==> src/rtl/fir_axilite_cfg.sv <==
// AXI-lite configuration responder for the FIR engine: ap_ctrl, data_length and
// the tap coefficient BRAM port, shared between host reads and host writes.
module fir_axilite_cfg #(
    parameter int unsigned pADDR_WIDTH = 12,
    parameter int unsigned pDATA_WIDTH = 32,
    parameter int unsigned Tape_Num    = 11
) (
    input  logic                   axis_clk,
    input  logic                   axis_rst_n,
    input  logic [pADDR_WIDTH-1:0] awaddr,
    input  logic                   awvalid,
    output logic                   awready,
    input  logic [pDATA_WIDTH-1:0] wdata,
    input  logic                   wvalid,
    output logic                   wready,
    input  logic [pADDR_WIDTH-1:0] araddr,
    input  logic                   arvalid,
    output logic                   arready,
    output logic [pDATA_WIDTH-1:0] rdata,
    output logic                   rvalid,
    input  logic                   rready,
    output logic [3:0]             tap_WE,
    output logic                   tap_EN,
    output logic [pDATA_WIDTH-1:0] tap_Di,
    output logic [pADDR_WIDTH-1:0] tap_A,
    input  logic [pDATA_WIDTH-1:0] tap_Do,
    output logic [31:0]            data_length,
    output logic                   ap_start,
    input  logic                   engine_done
);

    typedef enum logic [1:0] {W_IDLE, W_ADDR, W_DATA} w_state_e;
    typedef enum logic [1:0] {R_IDLE, R_ADDR, R_WAIT, R_DATA} r_state_e;
    typedef enum logic [1:0] {SEL_NONE, SEL_CTRL, SEL_LEN, SEL_TAP} sel_e;

    localparam logic [pADDR_WIDTH-1:0] ADDR_CTRL = pADDR_WIDTH'('h00);
    localparam logic [pADDR_WIDTH-1:0] ADDR_LEN  = pADDR_WIDTH'('h10);
    localparam logic [pADDR_WIDTH-1:0] TAP_BASE  = pADDR_WIDTH'('h40);
    localparam logic [pADDR_WIDTH-1:0] TAP_LAST  = pADDR_WIDTH'('h40 + 4 * (Tape_Num - 1));

    function automatic sel_e decode(input logic [pADDR_WIDTH-1:0] a);
        if (a == ADDR_CTRL)
            return SEL_CTRL;
        if (a == ADDR_LEN)
            return SEL_LEN;
        if (a >= TAP_BASE && a <= TAP_LAST && a[1:0] == 2'b00)
            return SEL_TAP;
        return SEL_NONE;
    endfunction

    w_state_e               w_state, w_next;
    r_state_e               r_state, r_next;
    sel_e                   w_sel, r_sel;
    logic [pADDR_WIDTH-1:0] w_addr, r_addr;
    logic                   ap_idle, ap_done;
    logic                   w_commit, wr_tap_commit, rd_tap_issue;
    logic                   rd_from_bram;
    logic [pDATA_WIDTH-1:0] rdata_q, rd_value;

    assign wr_tap_commit = w_commit && (w_sel == SEL_TAP) && ap_idle;
    assign rdata         = rdata_q;

    always_ff @(posedge axis_clk or negedge axis_rst_n) begin
        if (!axis_rst_n) begin
            w_state <= W_IDLE;
            r_state <= R_IDLE;
        end else begin
            w_state <= w_next;
            r_state <= r_next;
        end
    end

    always_comb begin
        w_next   = w_state;
        awready  = 1'b0;
        wready   = 1'b0;
        w_commit = 1'b0;
        unique case (w_state)
            W_IDLE: begin
                awready = axis_rst_n;
                if (awvalid)
                    w_next = W_ADDR;
            end
            W_ADDR: w_next = W_DATA;
            W_DATA: begin
                wready = 1'b1;
                if (wvalid) begin
                    w_commit = 1'b1;
                    w_next   = W_IDLE;
                end
            end
            default: w_next = W_IDLE;
        endcase
    end

    // A tap read yields the BRAM port to a same-cycle tap write and retries from R_ADDR.
    always_comb begin
        r_next       = r_state;
        arready      = 1'b0;
        rvalid       = 1'b0;
        rd_tap_issue = 1'b0;
        unique case (r_state)
            R_IDLE: begin
                arready = axis_rst_n;
                if (arvalid)
                    r_next = R_ADDR;
            end
            R_ADDR: begin
                if (r_sel == SEL_TAP && ap_idle) begin
                    if (!wr_tap_commit) begin
                        rd_tap_issue = 1'b1;
                        r_next       = R_WAIT;
                    end
                end else begin
                    r_next = R_WAIT;
                end
            end
            R_WAIT: r_next = R_DATA;
            R_DATA: begin
                rvalid = 1'b1;
                if (rready)
                    r_next = R_IDLE;
            end
            default: r_next = R_IDLE;
        endcase
    end

    always_comb begin
        tap_EN = 1'b0;
        tap_WE = 4'h0;
        tap_Di = '0;
        tap_A  = '0;
        if (wr_tap_commit) begin
            tap_EN = 1'b1;
            tap_WE = 4'hf;
            tap_Di = wdata;
            tap_A  = w_addr - TAP_BASE;
        end else if (rd_tap_issue) begin
            tap_EN = 1'b1;
            tap_A  = r_addr - TAP_BASE;
        end
    end

    always_comb begin
        rd_value = '0;
        unique case (r_sel)
            SEL_CTRL: rd_value = pDATA_WIDTH'({ap_idle, ap_done, ap_start});
            SEL_LEN:  rd_value = pDATA_WIDTH'(data_length);
            SEL_TAP:  rd_value = rd_from_bram ? tap_Do : '1;
            default:  rd_value = '0;
        endcase
    end

    always_ff @(posedge axis_clk or negedge axis_rst_n) begin
        if (!axis_rst_n) begin
            w_addr       <= '0;
            w_sel        <= SEL_NONE;
            r_addr       <= '0;
            r_sel        <= SEL_NONE;
            rd_from_bram <= 1'b0;
            rdata_q      <= '0;
        end else begin
            if (w_state == W_IDLE && awvalid) begin
                w_addr <= awaddr;
                w_sel  <= decode(awaddr);
            end
            if (r_state == R_IDLE && arvalid) begin
                r_addr <= araddr;
                r_sel  <= decode(araddr);
            end
            if (r_state == R_ADDR)
                rd_from_bram <= rd_tap_issue;
            if (r_state == R_WAIT)
                rdata_q <= rd_value;
        end
    end

    // engine_done is applied last so it wins over a same-cycle ap_done clear.
    always_ff @(posedge axis_clk or negedge axis_rst_n) begin
        if (!axis_rst_n) begin
            ap_start    <= 1'b0;
            ap_idle     <= 1'b1;
            ap_done     <= 1'b0;
            data_length <= '0;
        end else begin
            ap_start <= 1'b0;
            if (w_commit && ap_idle) begin
                if (w_sel == SEL_CTRL && wdata[0]) begin
                    ap_start <= 1'b1;
                    ap_idle  <= 1'b0;
                    ap_done  <= 1'b0;
                end
                if (w_sel == SEL_LEN)
                    data_length <= 32'(wdata);
            end
            if (rvalid && rready && r_sel == SEL_CTRL)
                ap_done <= 1'b0;
            if (engine_done) begin
                ap_done <= 1'b1;
                ap_idle <= 1'b1;
            end
        end
    end

endmodule

==> config.mk <==
export PLATFORM = sky130hd
export DESIGN_NAME = fir_axilite_cfg
export DESIGN_NICKNAME = d
export VERILOG_FILES = /design/src/rtl/fir_axilite_cfg.sv
export SDC_FILE = /design/constraint.sdc
export NUM_CORES = 1
export LEC_CHECK = 0
export ABC_AREA = 0
export BUFFER_PORTS_ARGS = -buffer_cell sky130_fd_sc_hd__buf_4
export CORE_MARGIN = 4
export CORE_UTILIZATION = 48
export DETAILED_ROUTE_END_ITERATION = 16
export GPL_ROUTABILITY_DRIVEN = 0
export PLACE_DENSITY = 0.81
export SYNTH_ARGS = -nofsm -noshare
export SYNTH_HDL_FRONTEND = slang
export SYNTH_SLANG_ARGS = --single-unit
export TNS_END_PERCENT = 30
==> constraint.sdc <==
create_clock -name axis_clk -period 2.6 [get_ports axis_clk]
set_clock_uncertainty 0.15 [all_clocks]
set_input_delay 0.52 -clock axis_clk [delete_from_list [all_inputs] [get_ports axis_clk]]
set_output_delay 0.52 -clock axis_clk [all_outputs]
set_load 0.05 [all_outputs]
Yosys cells after proc, flatten, opt, wreduce, memory -nomap -nowiden:

Cells that the tools add are included.

* register bits: 100
* output and inout bits: 118

* $add $sub $neg: 2
* magnitude comparators: 4
* equality and inequality tests: 18
* multiplexer cells: 62
* reduce and logical (&&, ||, !) cells: 28

Operator list (count)
* 32-bit one-hot mux with 3 select lines: 1
* 32-bit two-way mux: 2
* 1-bit two-way mux: 36
* 2-bit two-way mux: 18
* 12-bit by 5-bit equality test with 1-bit output, second input constant: 2
* 12-bit by 7-bit greater-or-equal comparator with 1-bit output, second input constant: 2
* 12-bit by 7-bit less-or-equal comparator with 1-bit output, second input constant: 2
* 12-bit zero test: 2
* 12-bit two-way mux: 2
* 12-bit by 7-bit subtractor with 12-bit output, second input constant: 2
* 2-bit equality test, second input constant: 7
* 1-bit logical AND: 13
* 2-bit by 1-bit equality test with 1-bit output, second input constant: 4
* 2-bit zero test: 4
* 2-bit != test, second input constant: 4
* 2-bit one-hot mux with 4 select lines: 1
* 2-bit AND reduction: 4
* 2-bit one-hot mux with 3 select lines: 1
* 3-bit nonzero test: 2
* 4-bit two-way mux: 1
* 2-bit nonzero test: 2
* 3-bit != test, second input constant: 1
* 3-bit AND reduction: 1

Logic depth before layout (Yosys ltp):

Gate-level depths: netlist (run 1).

* depth after elaboration: 11
* gate-level depth with buffers: 6

Worst setup path before layout (run 1):

No wires, ideal clock.

* path kind: flip-flop to output port
* start: register ap_idle
* end: output port tap_A[6]
* data arrival time: 2.233 ns
* data required time: 1.930 ns
* path slack: -0.303 ns
* cell stages (with the launch flop): 5
* buffers on the path: 1
* path through: dfstp_2 > and4b_4 > nand3_4 > clkbuf_1 > o21ai_0

* longest elaborated chain between the ends: 6
* elaborated cells on any way between the ends: 7
* those cells by class: 5 x mux; 2 x reduce/logical

RTL lines
* start, declared: RTL line 55 `logic ap_idle, ap_done;`
* start signal, assigned: RTL line 182 `ap_idle <= 1'b1;`
* start signal, assigned: RTL line 190 `ap_idle <= 1'b0;`
* start signal, assigned: RTL line 200 `ap_idle <= 1'b1;`
* 1-bit logical AND: RTL line 60 `assign wr_tap_commit = w_commit && (w_sel == SEL_TAP) && ap_idle;`
* 1-bit two-way mux: RTL line 110 `if (!wr_tap_commit) begin`
* 1-bit two-way mux: RTL line 109 `if (r_sel == SEL_TAP && ap_idle) begin`
* 1-bit two-way mux: RTL line 102 `unique case (r_state)`
* 12-bit two-way mux: RTL line 138 `end else if (rd_tap_issue) begin`
* 12-bit two-way mux *: RTL line 133 `if (wr_tap_commit) begin`
* end, declared: RTL line 25 `output logic [pADDR_WIDTH-1:0] tap_A,`

Every way passes the cells marked *; elsewhere a longest branch is shown, timed or not.

Worst setup path in the final report (run 1):

* start: register w_state[1]
* end: output port tap_A[11]

* longest elaborated chain between the ends: 9

RTL lines
* start, declared: RTL line 51 `w_state_e w_state, w_next;`
* start signal, assigned: RTL line 68 `w_state <= w_next;`
* 2-bit equality test *: RTL line 78 `unique case (w_state)`
* 1-bit two-way mux *: RTL line 78
* 1-bit logical AND * (2 in a row): RTL line 60
* 1-bit two-way mux: RTL line 110
* 1-bit two-way mux: RTL line 109
* 1-bit two-way mux: RTL line 102
* 12-bit two-way mux: RTL line 138
* 12-bit two-way mux *: RTL line 133

Marks and branches as above.

==> flow_summary.toml, run 1 <==
[global_routing]
grtUsageTotal_pct = 24.4
grt_pass1_vias = 4573
grt_pass1_wl_um = 22600
busiest_layer = "met2"
antenna_found_initial = 0
grtUsageMet1_pct = 29.7
grtUsageMet2_pct = 42.0
grt_max_degree = 66
grt.overflow.total = 0
use_met3_pct = 5.75

[clock_tree]
cts_buffer_depth = 2
root_buffer = "clkbuf_8"
clock_latency_ns = 0.36
clk_pin_slew_ns = 0.10
cts_tree = "yes"
cts-buffers-inserted = 9
htree_levels = 3
clock_sinks = 100

[synthesis]
synth_top_area_cell = "dfrtp_1"
netlist_top_cells_count = "99 x dfrtp_1, 58 x nand2_1, 42 x o21ai_0"
synth-adder-area-share_pct = 1.77
netlist.area_leader.share_pct = 50.1
yosysMostFrequentCell = "dfrtp_1"
synth_top_family_by_area = "simple AND/OR/NAND/NOR gates"
ys_seq_area_share_pct = 50.7
synth_edf_count = 0
ys_ff_latch = 100
syn-num-nets = 592
ys.warnings.count = 0
synth.avg_cell_area_um2 = 10.1
ys_types = 44
netlist_area_mm2 = 0.00494
synth_cells = 490
synthFlopType = "dfrtp_1"
yosys.area_share.simple_pct = 16.7
synthMuxAreaShare_pct = 11.1
synthArstFlopShare_pct = 100
synth_compound_area_share_pct = 12.1
yosys-top-cells-area = "dfrtp_1 50%, mux2_2 9.3%, o22a_1 5.1%, nand2_1 4.4%, and2_1 4.3%"
synth_xor_area_share_pct = 1.24

[critical_path]
critical_path.max_fanout = 8
r2r_slack_ns = 0.48
startpoint_type = "register"
cp.arrival_ns = 1.90
required_ns = 1.93
timing.critical_path.to_type = "output pin"
criticalPathCategory = "reg2out"

[finish]
nNetsFinal = 806
diodes = 0
final_cell_area_mm2 = 0.00742
drive_above_1_share_pct = 48.7
synthToLayoutAreaGrowth_pct = 50.2

[status]
status = "completed"

[floorplanning]
start_util_pct = 49.9
dieArea_mm2 = 0.0120
ios = 213
core_mm2 = 0.00991
die_w_um = 109
rows = 36
die_y_um = 109

[timing]
tightest_slew_ns = 0.583
hold_viol = 0
period_minus_slack_ns = 2.57
rsz0062_at_grt = "yes"
finalSetupViolations = 0
timing.final.crit_share_pct = 98.9
fmaxAchievable_ghz = 0.389
slew_violations = 0
maxSlewHeadroom_pct = 61.1

[power_and_ir_drop]
p_seq_share_pct = 45.8
finalPower_mw = 4.45
peakVddDrop_uv = 517
pwr-share-clk_pct = 20.7
p_per_area_mw_per_mm2 = 599
p_comb_share_pct = 33.5
internal_power_mw = 2.79
p_sw_mw = 1.66
sw_frac_of_total_pct = 37.2
leakagePower_nw = 3.68

[route]
routed_wl_um = 16000
initialDrtViolationCount = 226
dr.pass1.iters = 4
ant_nets = 0
vias = 4539
drc_errors = 0
post_drt_wl_per_cell_um = 19.0
vias_per_cell = 5.39

[placed_design]
io_buffers = 212
dpl_cell_area_mm2 = 0.00665
hpwl_um = 10400

[run]
maxCapViolCount = 0

[min_path]
hold_path.class = "in2reg"
## layout by cell type (no fill, tap or decap), types with 2 or more instances in the layout
cell type and instances:
clkbuf_16 2, nor4_1 3, o21ai_0 37, and2_4 28, nand2_1 53, nand4b_1 2
ha_1 4, nand2_2 5, nand4_1 2, dfrtp_1 98, buf_8 30, nor2_1 11
mux2i_1 4, nor3_1 3, o221ai_1 3, clkinv_4 2, o31a_1 2, a22o_1 2
and2_1 6, buf_12 2, xor2_1 6, inv_1 39, clkbuf_8 10, clkinvlp_4 2
buf_6 15, buf_4 187, o21ai_2 5, o22a_1 29, mux2_2 41, a31oi_1 3
nand3_1 39, mux2_1 4, o31ai_1 2, ha_2 2
## final timing paths
kind,start,to,cells past startpoint
max in group asynchronous,axis_rst_n,ap_idle$_DFFE_PN1P_,3
max reg2reg,ap_idle$_DFFE_PN1P_,data_length[1]$_DFFE_PN0P_,5
min reg2reg,w_addr[2]$_DFFE_PN0P_,w_addr[2]$_DFFE_PN0P_,2
min,awaddr[8],w_addr[8]$_DFFE_PN0P_,3
min in group asynchronous,axis_rst_n,w_state[1]$_DFFE_PN0P_,2
max,w_state[1]$_DFFE_PN0P_,tap_A[11],6
## cell families (layout without fill, tap and decap cells)
| group | after synthesis | after routing |
|---|---|---|
| xor gates and xnor gates | 7 | 7 |
| and+or+nand+nor | 163 | 163 |
| DFF | 100 | 100 |
| buffers and inverters | 76 | 295 |
| AOI/OAI and AO/OA | 88 | 88 |
| adders and majority gates | 7 | 7 |
| muxes | 49 | 49 |
## worst max-delay path, stage by stage, from the launching register on
cell and delay (ns):
dfrtp_1 0.43, and4b_4 0.21, nand3_4 0.13, clkinv_8 0.10, buf_4 0.15, o31ai_1 0.27, buf_4 0.25
## flip-flops by register name (all words and copies together) (netlist names)
| signal | flops |
|---|---|
| w_sel | 2 |
| ap_idle | 1 |
| w_addr | 12 |
| r_state | 2 |
| rdata | 32 |
| rd_from_bram | 1 |
| r_addr | 12 |
| data_length | 32 |
| w_state | 2 |
| r_sel | 2 |
| ap_start | 1 |
| ap_done | 1 |
## power by group through the flow
stage | clock, mW | sequential, mW | combinational, mW
2_1_floorplan | 0 | 2.14 | 0.803
3_3_place_gp | 0 | 2.04 | 1.34
3_5_place_dp | 0 | 2.05 | 1.39
4_1_cts | 0.931 | 2.02 | 1.43
5_1_grt | 1.00 | 2.06 | 1.62
6_report | 0.922 | 2.04 | 1.49
## layer usage
metal | routed length, µm | vias up
met5 | 0 | -
met4 | 408 | 0
met3 | 1350 | 32
met2 | 8140 | 212
met1 | 6100 | 2183
li1 | - | 2112
## cell type report
cell class / count / area (µm²)
clock inverter: 5 / 37.5
timing repair buffer: 238 / 2150
sequential: 100 / 2500
multi-input combinational: 314 / 2250
clock buffer: 11 / 141
inverter: 41 / 166
tap: 133 / 166
fill: 665 / 2490
## through the flow
stage	hold slack, ns	std cells	setup TNS (ns)	setup slack [ns]	utilization, %
after global placement	0.263	811	0	0.282	67.1
after detailed placement	0.272	811	0	0.293	67.1
after floorplan	0.0744	490	-1.11	-0.303	-
after global routing	0.206	842	-1.17	-0.0655	74.9
after CTS	0.196	833	-0.00294	-0.00294	70.7
final	0.209	842	0	0.0289	74.9
## repair_timing
action                                  in CTS  in global routing
gates resized for setup                     31                 99
endpoints found under the hold margin       16                  0
pin swaps                                    1                 18
setup buffers                                4                  7
endpoints found under the setup margin      43                 43
gates cloned                                 1                  2
hold buffers                                 1                  0
Note: power is estimated with default switching activity, not from simulation.
==> run 2: changes to the inputs <==
CORE_ASPECT_RATIO = 1.4   (was default)
==> flow_summary.toml, run 2 (synthesized netlist as in run 1, its figures left out) <==
[floorplanning]
dieArea_mm2 = 0.0120
core_mm2 = 0.0100
start_util_pct = 49.4
die_w_um = 93.7
ios = 213
rows = 43
die_y_um = 128

[route]
initialDrtViolationCount = 161
dr.pass1.iters = 4
drc_errors = 0
vias = 4434
routed_wl_um = 14700
ant_nets = 0
vias_per_cell = 5.30
post_drt_wl_per_cell_um = 17.6

[status]
status = "completed"

[power_and_ir_drop]
p_comb_share_pct = 30.4
p_sw_mw = 1.66
peakVddDrop_uv = 577
p_seq_share_pct = 42.5
p_per_area_mw_per_mm2 = 670
internal_power_mw = 3.19
leakagePower_nw = 3.64
sw_frac_of_total_pct = 34.2
pwr-share-clk_pct = 27.1

[global_routing]
antenna_found_initial = 0
grt_pass1_wl_um = 22000
grt_max_degree = 85
grt.overflow.total = 0
grt_pass1_vias = 4378
grtUsageTotal_pct = 23.4

[clock_tree]
cts_buffer_depth = 2
cts-buffers-inserted = 9
clock_sinks = 100
root_buffer = "clkbuf_16"
clock_latency_ns = 0.34
clk_pin_slew_ns = 0.06
htree_levels = 3
cts_tree = "yes"

[critical_path]
startpoint_type = "register"
cp.arrival_ns = 1.91
timing.critical_path.to_type = "output pin"
critical_path.max_fanout = 5
r2r.worst_path.cells = 6
criticalPathCategory = "reg2out"
required_ns = 1.93

[finish]
diodes = 0
nNetsFinal = 799
final_cell_area_mm2 = 0.00725
layout_common_cells = "194 x buf_4, 99 x dfrtp_1, 58 x nand2_1, 41 x mux2_2"
n_fill_cell = 732
final_common_cell = "buf_4"
drive_above_1_share_pct = 43.3
synthToLayoutAreaGrowth_pct = 46.6

[placed_design]
pre_cts_slack_ns = 0.187
dpl_cell_area_mm2 = 0.00666
io_buffers = 212
hpwl_um = 10800

[timing]
rsz0062_at_grt = "yes"
hold_viol = 0
finalWorstSetupSlack_ns = 0.0163
finalSetupViolations = 0
slew_violations = 0
timing.final.crit_share_pct = 99.4
tightest_slew_ns = 0.587
maxSlewHeadroom_pct = 60.8
period_minus_slack_ns = 2.58
fmaxAchievable_ghz = 0.387

[min_path]
hold_path.class = "in2reg"
holdPathStages = 3

[run]
maxCapViolCount = 0
## run 2: changes by cell type in the layout (fill, tap and decap cells not counted), moves of 4 or more
| cell | before | now |
|---|---|---|
| buf_6 | 15 | 28 |
| and2_4 | 28 | 2 |
| buf_4 | 187 | 194 |
| nand2_1 | 53 | 58 |
| nand2_2 | 5 | 0 |
| buf_12 | 2 | 6 |
| buf_8 | 30 | 0 |
| and2_1 | 6 | 32 |
| clkbuf_16 | 2 | 10 |
| clkbuf_8 | 10 | 4 |
## run 2: metal layers
layer | wire length [µm] | GRT usage, % | vias to the layer above
met1 | 5500 | 27.0 | 2133
li1 | - | - | 2092
met2 | 7840 | 42.0 | 182
met3 | 1010 | 4.46 | 27
met4 | 393 | 9.78 | 0
met5 | 0 | 0 | -
## run 2: final cells by class
| type | count | area, µm² | area share (%) |
|---|---|---|---|
| clock buffer | 14 | 284 | 3.92 |
| clock inverter | 2 | 16.3 | 0.224 |
| inverter | 41 | 166 | 2.30 |
| multi-input combinational | 314 | 2170 | 30.0 |
| sequential | 100 | 2500 | 34.6 |
| tap | 135 | 169 | 2.33 |
| timing repair buffer | 230 | 1930 | 26.6 |
| timing repair inverter | 1 | 8.76 | 0.121 |
## run 2: power groups by stage
stage	logic [mW]	registers (mW)	clock network [mW]
3_3_place_gp	1.36	2.06	0
3_5_place_dp	1.40	2.08	0
4_1_cts	1.41	2.05	1.34
2_1_floorplan	0.803	2.14	0
5_1_grt	1.61	2.08	1.40
6_report	1.48	2.06	1.31
## run 2: what timing repair did
action                                  4_1_cts  5_1_grt
endpoints found under the setup margin       37       40
buffers inserted                              0        5
hold buffers                                  1        0
cloned                                        0        2
endpoints found under the hold margin        16        0
resized for setup                            22       33
pin swaps                                     1        2
## run 2: worst paths after layout
path	startpoint	endpoint	slack (ns)
max	w_state[1]$_DFFE_PN0P_	tap_A[7]	0.02
max in group asynchronous	axis_rst_n	r_sel[0]$_DFFE_PN0P_	1.09
max reg2reg	w_state[1]$_DFFE_PN0P_	r_state[1]$_DFFE_PN0P_	0.54
min reg2reg	w_addr[0]$_DFFE_PN0P_	w_addr[0]$_DFFE_PN0P_	0.35
min	awaddr[11]	w_addr[11]$_DFFE_PN0P_	0.23
min in group asynchronous	axis_rst_n	w_state[0]$_DFFE_PN0P_	0.49
## run 2: through the flow
step / util (%) / cells / hold slack, ns / power, mW / setup TNS [ns]
5_1_grt: 72.4 / 837 / 0.226 / 5.09 / -0.381
3_3_place_gp: 66.6 / 813 / 0.250 / 3.42 / 0
4_1_cts: 70.3 / 830 / 0.219 / 4.80 / -0.0627
2_1_floorplan: - / 490 / 0.0744 / 2.94 / -1.11
6_report: 72.4 / 837 / 0.228 / 4.85 / 0
3_5_place_dp: 66.6 / 813 / 0.258 / 3.48 / 0
## run 2: worst max-delay path, stage by stage, from the launching register on
cell	delay (ns)
dfrtp_1	0.42
and4b_4	0.22
nand3_4	0.13
buf_4	0.16
inv_6	0.04
or3_1	0.35
o21ai_2	0.08
buf_6	0.18
